--- src/rtl/router_pkt_gen.sv ---
// Packet generator for the router: header, incrementing payload and XOR parity byte,
// with a stall input and registered outputs.
module router_pkt_gen #(
   parameter int unsigned CNT_W = 8
) (
   input  logic             clock,
   input  logic             reset,
   input  logic             start,
   input  logic [1:0]       dest_addr,
   input  logic [5:0]       payload_len,
   input  logic [7:0]       seed,
   input  logic             busy,
   output logic [7:0]       data_out,
   output logic             pkt_valid,
   output logic             gen_busy,
   output logic             done,
   output logic             err,
   output logic [CNT_W-1:0] pkt_count
);

   typedef enum logic [1:0] {IDLE, HEADER, PAYLOAD, PARITY} state_t;

   state_t           state, state_nxt;
   logic [7:0]       seed_q, seed_nxt;
   logic [7:0]       par_q, par_nxt;
   logic [5:0]       remain_q, remain_nxt;
   logic [7:0]       data_nxt;
   logic             pkt_valid_nxt, gen_busy_nxt, done_nxt, err_nxt;
   logic [CNT_W-1:0] count_nxt;

   // State and registered outputs
   always_ff @(posedge clock or posedge reset) begin
      if (reset) begin
         state     <= IDLE;
         seed_q    <= 8'd0;
         par_q     <= 8'd0;
         remain_q  <= 6'd0;
         data_out  <= 8'd0;
         pkt_valid <= 1'b0;
         gen_busy  <= 1'b0;
         done      <= 1'b0;
         err       <= 1'b0;
         pkt_count <= '0;
      end else begin
         state     <= state_nxt;
         seed_q    <= seed_nxt;
         par_q     <= par_nxt;
         remain_q  <= remain_nxt;
         data_out  <= data_nxt;
         pkt_valid <= pkt_valid_nxt;
         gen_busy  <= gen_busy_nxt;
         done      <= done_nxt;
         err       <= err_nxt;
         pkt_count <= count_nxt;
      end
   end

   // Next state and next output values; a stalled edge keeps everything as is
   always_comb begin
      state_nxt     = state;
      seed_nxt      = seed_q;
      par_nxt       = par_q;
      remain_nxt    = remain_q;
      data_nxt      = data_out;
      pkt_valid_nxt = pkt_valid;
      done_nxt      = 1'b0;
      err_nxt       = 1'b0;
      count_nxt     = pkt_count;

      case (state)
         IDLE: begin
            if (start) begin
               if (dest_addr != 2'd3 && payload_len != 6'd0) begin
                  state_nxt     = HEADER;
                  seed_nxt      = seed;
                  remain_nxt    = payload_len;
                  par_nxt       = 8'd0;
                  data_nxt      = {payload_len, dest_addr};
                  pkt_valid_nxt = 1'b1;
               end else begin
                  err_nxt = 1'b1;
               end
            end
         end
         HEADER: begin
            if (!busy) begin
               state_nxt = PAYLOAD;
               par_nxt   = par_q ^ data_out;
               data_nxt  = seed_q;
            end
         end
         PAYLOAD: begin
            if (!busy) begin
               par_nxt = par_q ^ data_out;
               if (remain_q == 6'd1) begin
                  // Parity byte folds in the payload byte being accepted now
                  state_nxt     = PARITY;
                  data_nxt      = par_q ^ data_out;
                  pkt_valid_nxt = 1'b0;
                  remain_nxt    = 6'd0;
               end else begin
                  data_nxt   = data_out + 8'd1;
                  remain_nxt = remain_q - 6'd1;
               end
            end
         end
         PARITY: begin
            if (!busy) begin
               state_nxt = IDLE;
               data_nxt  = 8'd0;
               done_nxt  = 1'b1;
               count_nxt = pkt_count + CNT_W'(1);
            end
         end
         default: state_nxt = IDLE;
      endcase

      gen_busy_nxt = (state_nxt != IDLE);
   end

endmodule

--- config.mk ---
export PLATFORM = sky130hd
export DESIGN_NAME = router_pkt_gen
export DESIGN_NICKNAME = d
export VERILOG_FILES = /design/src/rtl/router_pkt_gen.sv
export SDC_FILE = /design/constraint.sdc
export NUM_CORES = 1
export LEC_CHECK = 0
export BUFFER_PORTS_ARGS = -buffer_cell sky130_fd_sc_hd__buf_4
export CORE_MARGIN = 2
export CORE_UTILIZATION = 61
export CTS_CLUSTER_SIZE = 25
export DETAILED_ROUTE_END_ITERATION = 10
export GPL_TIMING_DRIVEN = 1
export PLACE_DENSITY_LB_ADDON = 0.05
export SETUP_SLACK_MARGIN = 0.15
export SLEW_MARGIN = 0
export SYNTH_ARGS = -nofsm -noshare
export SYNTH_HDL_FRONTEND = slang
export SYNTH_SLANG_ARGS = --single-unit
--- constraint.sdc ---
create_clock -name clock -period 5.95 [get_ports clock]
set_clock_uncertainty 0.15 [all_clocks]
set_input_delay 1.19 -clock clock [delete_from_list [all_inputs] [get_ports clock]]
set_output_delay 1.19 -clock clock [all_outputs]
set_load 0.01 [all_outputs]
==> results of run 1 <==
[cell usage after synthesis, types with 7 or more instances]
library cell  count  area share, %
a21oi_1          18            3.4
and3_1            7            1.7
clkbuf_1         10            1.4
dfrtp_1          44             42
ha_1              8            3.8
inv_1            16            2.3
mux2_2            9            3.8
nand2_1          25            3.6
nand2b_1          9            2.1
nand3_1          13            2.5
nor2_1           13            1.8
o21ai_0          21            4.0
o22ai_1          10            2.4
xnor2_1           7            2.3
[how the worst max path moves through the flow]
stage / start / end / depth (start not counted) / slack [ns]
2_1_floorplan: start / remain_q[3] / 5 / 3.24
3_3_place_gp: payload_len[0] / par_q[6] / 6 / 2.63
3_5_place_dp: payload_len[0] / par_q[6] / 6 / 2.54
4_1_cts: payload_len[0] / par_q[6] / 6 / 2.85
5_1_grt: payload_len[0] / par_q[6] / 6 / 2.67
6_report: payload_len[0] / par_q[6] / 6 / 2.84
[kinds of logic (layout without fill, tap and decap cells)]
group	count (synthesis)	in the layout	synth area share [%]
and+or+nand+nor	98	98	20.2
AOI/OAI and AO/OA	81	81	19.7
DFF	44	44	41.7
buffers and inverters	38	65	6.69
xor gates and xnor gates	11	11	3.65
muxes	10	10	4.22
adders and majority gates	8	8	3.79
[flip-flops by register name (all words and copies together) (netlist names)]
| signal | count |
|---|---|
| done | 1 |
| seed_q | 8 |
| pkt_valid | 1 |
| pkt_count | 8 |
| par_q | 8 |
| err | 1 |
| gen_busy | 1 |
| state | 2 |
| remain_q | 6 |
| data_out | 8 |
[cells in the final DEF (no fill, tap or decap), drive strengths merged, types with 8 or more instances in the layout]
cell,count
a21oi,18
buf,41
dfrtp,44
ha,8
inv,15
mux2,9
nand2,25
nand2b,9
nand3,13
nor2,14
o21ai,22
o22ai,10
[layer usage]
| metal | wire [µm] | part of all wire (%) | vias to the layer above |
|---|---|---|---|
| li1 | - | - | 1089 |
| met1 | 2760 | 46 | 1078 |
| met2 | 2730 | 46 | 85 |
| met3 | 417 | 6.9 | 11 |
| met4 | 93 | 1.5 | 0 |
| met5 | 0 | 0 | - |
[where the power goes]
group          switching (mW)  internal, mW  total [mW]
registers               0.135         0.419       0.553
clock network           0.107         0.124       0.231
logic                   0.418         0.322       0.740
[through the flow]
step                worst slack (ns)  utilization (%)  power (mW)  std cells
floorplan                       3.24                -        1.09        290
finish                          2.84             73.5        1.52        367
global route                    2.67             73.5        1.65        367
CTS                             2.85             73.5        1.52        367
detailed placement              2.54             70.8        1.29        359
global placement                2.63             70.8        1.28        359
[final cells by class]
type | instances | area [µm²] | share of cell area (%)
multi-input combinational | 208 | 1360 | 45.3
sequential | 44 | 1100 | 36.7
timing repair buffer | 41 | 308 | 10.2
clock buffer | 5 | 68.8 | 2.29
tap | 50 | 62.6 | 2.08
inverter | 16 | 60.1 | 2.00
clock inverter | 3 | 42.5 | 1.42
[worst register-to-register path: stages (launching register included)]
cell	delay, ns
dfrtp_1	0.42
inv_1	0.11
ha_1	0.57
inv_1	0.36
mux2i_1	0.22
nand2_1	0.29
or4b_2	0.72
nand3_1	0.10
==> run_results.csv, run 1 <==
group,metric,value,unit
worst_setup_path,cp-start-kind,"input pin",
timing,tns,0,ns
timing,hold_slack,0.335,ns
floorplan,dieArea,4870,µm²
worst_setup_path,path_class,"in2reg",
worst_setup_path,crit_family,"compound AO/OA/AOI/OAI gates",
clock_tree,cts_resized,0,
worst_setup_path,endpoint_kind,"register",
global_route,grt_pass1_vias,2065,
pwr,leakage,1.32,nW
cells_and_area,syn2layout_area_growth,13.8,%
worst_setup_path,regToRegSetupSlack,2.95,ns
global_route,grt_max_degree,45,
global_route,grt_use_met1,38.8,%
worst_setup_path,rr_startpoint,"state[1]",
synth,yosysUniqueCellTypes,51,
cells_and_area,fin_area,3000,µm²
synth,ys_warn_count,0,
floorplan,die_w,69.8,µm
synth,synth-async-reset-ratio,100,%
route,drt_pass1_iterations,4,
route,wirelength,6000,µm
placement,place_congestion,0.790,
worst_setup_path,r2r-end,"remain_q[3]",
worst_hold_path,whs_path_depth,1,
timing,finalMaxSlewViolations,0,
global_route,grtUsageMet3,4.51,%
route,antenna_left,0,
timing,hold_viol_final,0,
floorplan,initial_core_util,64.6,%
floorplan,rows,23,
worst_setup_path,max_stage_delay,0.61,ns
clock_tree,clock_sinks,44,
cells_and_area,drive_gt1_share,20.5,%
status,status,"finished clean",
worst_hold_path,hp-start,"pkt_count[7]",
timing,fmax,321,MHz
synth,synth_edf_count,0,
worst_setup_path,required,6.02,ns
synth,synth_seq_cells,44,
worst_hold_path,hp-class,"reg2reg",
global_route,track_usage,26.1,%
pwr,vdd_drop_max,0.365,mV
clock_tree,cts_tree,"built",
floorplan,io_pins,40,
worst_setup_path,worst_path_max_delay_cell,"a21boi_1",
synth,syn_nets,318,
route,drt_iter0_drc,235,
worst_setup_path,cp_num_buf_inv,1,
clock_tree,ctsRootBufferMaster,"clkbuf_8",
placement,placed_area,2890,µm²
synth,mappedNetlistArea,2640,µm²
timing,maxSlewHeadroom,56.6,%
clock_tree,htree_levels,2,
worst_setup_path,worst-r2r-cell-count,7,
clock_tree,clk_pin_slew,0.09,ns
timing,rsz0062_at_grt,"false",
timing,tightest_slew,0.650,ns
clock_tree,postCtsSetupBuffers,0,
route,drcViolationCount,0,
synth,ys_seq_area_share,41.7,%
route,vias,2263,
synth,synth_flop_cell,"dfrtp_1",
worst_setup_path,crit_chain,"buf_4 > nor4_2 > a211o_1 > a21boi_1 > nor2b_1 > o22ai_1",
timing,finalSetupViolations,0,
worst_hold_path,min_to,"pkt_count[7]",
clock_tree,clk_path_buf_depth,2,
cells_and_area,nFillCells,336,
route,vias_per_cell,6.17,
global_route,grt_overflow_total,0,
timing,fin_crit,3.11,ns
global_route,grt_pass1_wl,10200,µm
flow_run,cap_violations,0,
placement,portBuffers,39,
global_route,grt-busiest-layer,"met2",
synth,syn_avg_cell_area,9.10,µm²
cells_and_area,nets,344,
placement,dpl.hpwl,4160,µm
floorplan,fp.coreArea,4090,µm²
clock_tree,cts_buffers,5,
clock_tree,ctsHoldBuffers,0,
worst_setup_path,arrival,3.18,ns
worst_setup_path,path_max_fanout,11,
clock_tree,clock_latency,0.30,ns
route,drt-wirelength-per-cell,16.4,µm
cells_and_area,diodes,0,
pwr,power.density,507,nW/µm²
timing,finalCritPeriodShare,52.3,%
global_route,antenna_found_initial,0,
floorplan,die_h,69.8,µm
synth,syn_inst,290,
global_route,grt_use_met2,39.6,%
Power figures use the tool's default switching activity.
==> run 2, diff against run 1 <==
--- a/config.mk
+++ b/config.mk
@@ -7,7 +7,7 @@
 export LEC_CHECK = 0
 export BUFFER_PORTS_ARGS = -buffer_cell sky130_fd_sc_hd__buf_4
 export CORE_MARGIN = 2
-export CORE_UTILIZATION = 61
+export CORE_UTILIZATION = 51
 export CTS_CLUSTER_SIZE = 25
 export DETAILED_ROUTE_END_ITERATION = 10
 export GPL_TIMING_DRIVEN = 1
==> constraint.sdc (replaced) <==
create_clock -name clock -period 2.65 [get_ports clock]
set_clock_uncertainty 0.15 [all_clocks]
set_input_delay 0.53 -clock clock [delete_from_list [all_inputs] [get_ports clock]]
set_output_delay 0.53 -clock clock [all_outputs]
set_load 0.01 [all_outputs]
==> run 2 against run 1 <==
  * First-iteration DRC count is 13% lower
  * Die area rose by 18%
  * Register-to-register slack worse by 2.6 ns
  * Critical endpoint is now data_out[6]
==> run_results.csv, run 2 (synthesis results as in run 1) <==
group,metric,value,unit
floorplan,rows,26,
floorplan,die_h,75.9,µm
clock_tree,clk_pin_slew,0.09,ns
floorplan,dieArea,5770,µm²
cells_and_area,final_common_cell,"buf_4",
timing,finalCritPeriodShare,88.7,%
clock_tree,cts_tree,"built",
floorplan,io_pins,40,
route,top_layer,"met4",
timing,maxSlewHeadroom,50.5,%
timing,finalSetupViolations,0,
placement,dpl.hpwl,4650,µm
floorplan,die_w,75.9,µm
timing,fin_ws,0.300,ns
worst_setup_path,cp_num_buf_inv,1,
worst_setup_path,worst_path_max_delay_cell,"or4b_1",
cells_and_area,layout_common_cells,"55 x buf_4, 44 x dfrtp_1, 25 x nand2_1",
route,drt_iter0_drc,204,
timing,finalMaxSlewViolations,0,
status,status,"finished clean",
worst_setup_path,regToRegSetupSlack,0.30,ns
global_route,grt_max_degree,23,
global_route,grt_pass1_vias,2247,
worst_setup_path,max_stage_delay,0.58,ns
worst_setup_path,rr_startpoint,"remain_q[1]",
pwr,vdd_drop_max,0.566,mV
clock_tree,ctsRootBufferMaster,"clkbuf_8",
route,wl_met3,307,µm
route,wl_met1,2880,µm
worst_setup_path,worst-r2r-cell-count,7,
pwr,power.total,3.58,mW
timing,hold_viol_final,0,
cells_and_area,fin_area,3140,µm²
cells_and_area,diodes,0,
cells_and_area,syn2layout_area_growth,19.0,%
worst_hold_path,hp-class,"in2async",
clock_tree,cts_buffers,5,
route,vias_per_cell,5.68,
worst_setup_path,cp-start-kind,"register",
worst_setup_path,endpoint_kind,"register",
route,antenna_left,0,
pwr,leakage,1.39,nW
global_route,grt_overflow_total,0,
global_route,grt_pass1_wl,10900,µm
clock_tree,clock_latency,0.30,ns
cells_and_area,nets,358,
timing,rsz0062_at_grt,"false",
route,wirelength,6340,µm
worst_setup_path,crit_chain,"inv_1 > ha_1 > or4b_1 > or2_4 > a41oi_1 > o31a_1 > o22ai_1",
placement,placed_area,2990,µm²
timing,fin_crit,2.35,ns
clock_tree,clock_sinks,44,
floorplan,initial_core_util,52.3,%
timing,tns,0,ns
clock_tree,clk_path_buf_depth,2,
worst_setup_path,crit_family,"simple AND/OR/NAND/NOR gates",
pwr,power.density,1140,nW/µm²
worst_setup_path,path_depth,7,
worst_setup_path,path_max_fanout,11,
worst_setup_path,path_class,"reg2reg",
floorplan,fp.coreArea,5040,µm²
route,vias,2276,
worst_setup_path,required,2.68,ns
worst_setup_path,r2r-end,"data_out[6]",
timing,hold_slack,0.114,ns
worst_setup_path,arrival,2.38,ns
timing,tightest_slew,0.738,ns
timing,fmax,426,MHz
cells_and_area,drive_gt1_share,23.9,%
route,dr_wl_met2,3050,µm
route,drt-wirelength-per-cell,15.8,µm
clock_tree,htree_levels,2,
global_route,antenna_found_initial,0,
placement,preCtsSetupSlack,0.221,ns
placement,place_congestion,0.873,
route,drt_pass1_iterations,4,
route,drcViolationCount,0,
flow_run,cap_violations,0,
global_route,track_usage,23.4,%
placement,portBuffers,39,
## run 2: final cells by class
cell class	count	area, µm²
clock buffer	5	68.8
clock inverter	3	42.5
fill	455	1900
inverter	16	60.1
multi-input combinational	208	1370
sequential	44	1100
tap	70	87.6
timing repair buffer	55	413
## run 2: how the worst max path moves through the flow
stage                      from  slack [ns]           to
detailed placement  remain_q[1]        0.22  data_out[3]
global route        remain_q[1]        0.14  data_out[3]
global placement    remain_q[1]        0.26  data_out[3]
finish              remain_q[1]        0.30  data_out[6]
floorplan              state[0]        0.48  remain_q[3]
CTS                 remain_q[1]        0.20  data_out[3]
## run 2: where the power goes
group / internal, mW / switching, mW
combinational: 0.829 / 0.979
clock: 0.279 / 0.235
sequential: 0.940 / 0.321
## run 2: per-stage QoR
stage / instances / utilization, %
final: 401 / 62.3
after global routing: 401 / 62.3
after CTS: 397 / 61.6
after floorplan: 290 / -
after global placement: 389 / 59.4
after detailed placement: 389 / 59.4
## run 2: what timing repair did
action / 4_1_cts / 5_1_grt
gates resized for setup: 0 / 1
hold buffers: 0 / 0
endpoints found under the setup margin: 0 / 3
buffers inserted: 0 / 4
## run 2: per-layer routing
layer  up-vias  track usage, %
li1       1118               -
met1      1086            32.6
met2        61            37.6
met3        11            4.52
met4         0            6.36
met5         -               0
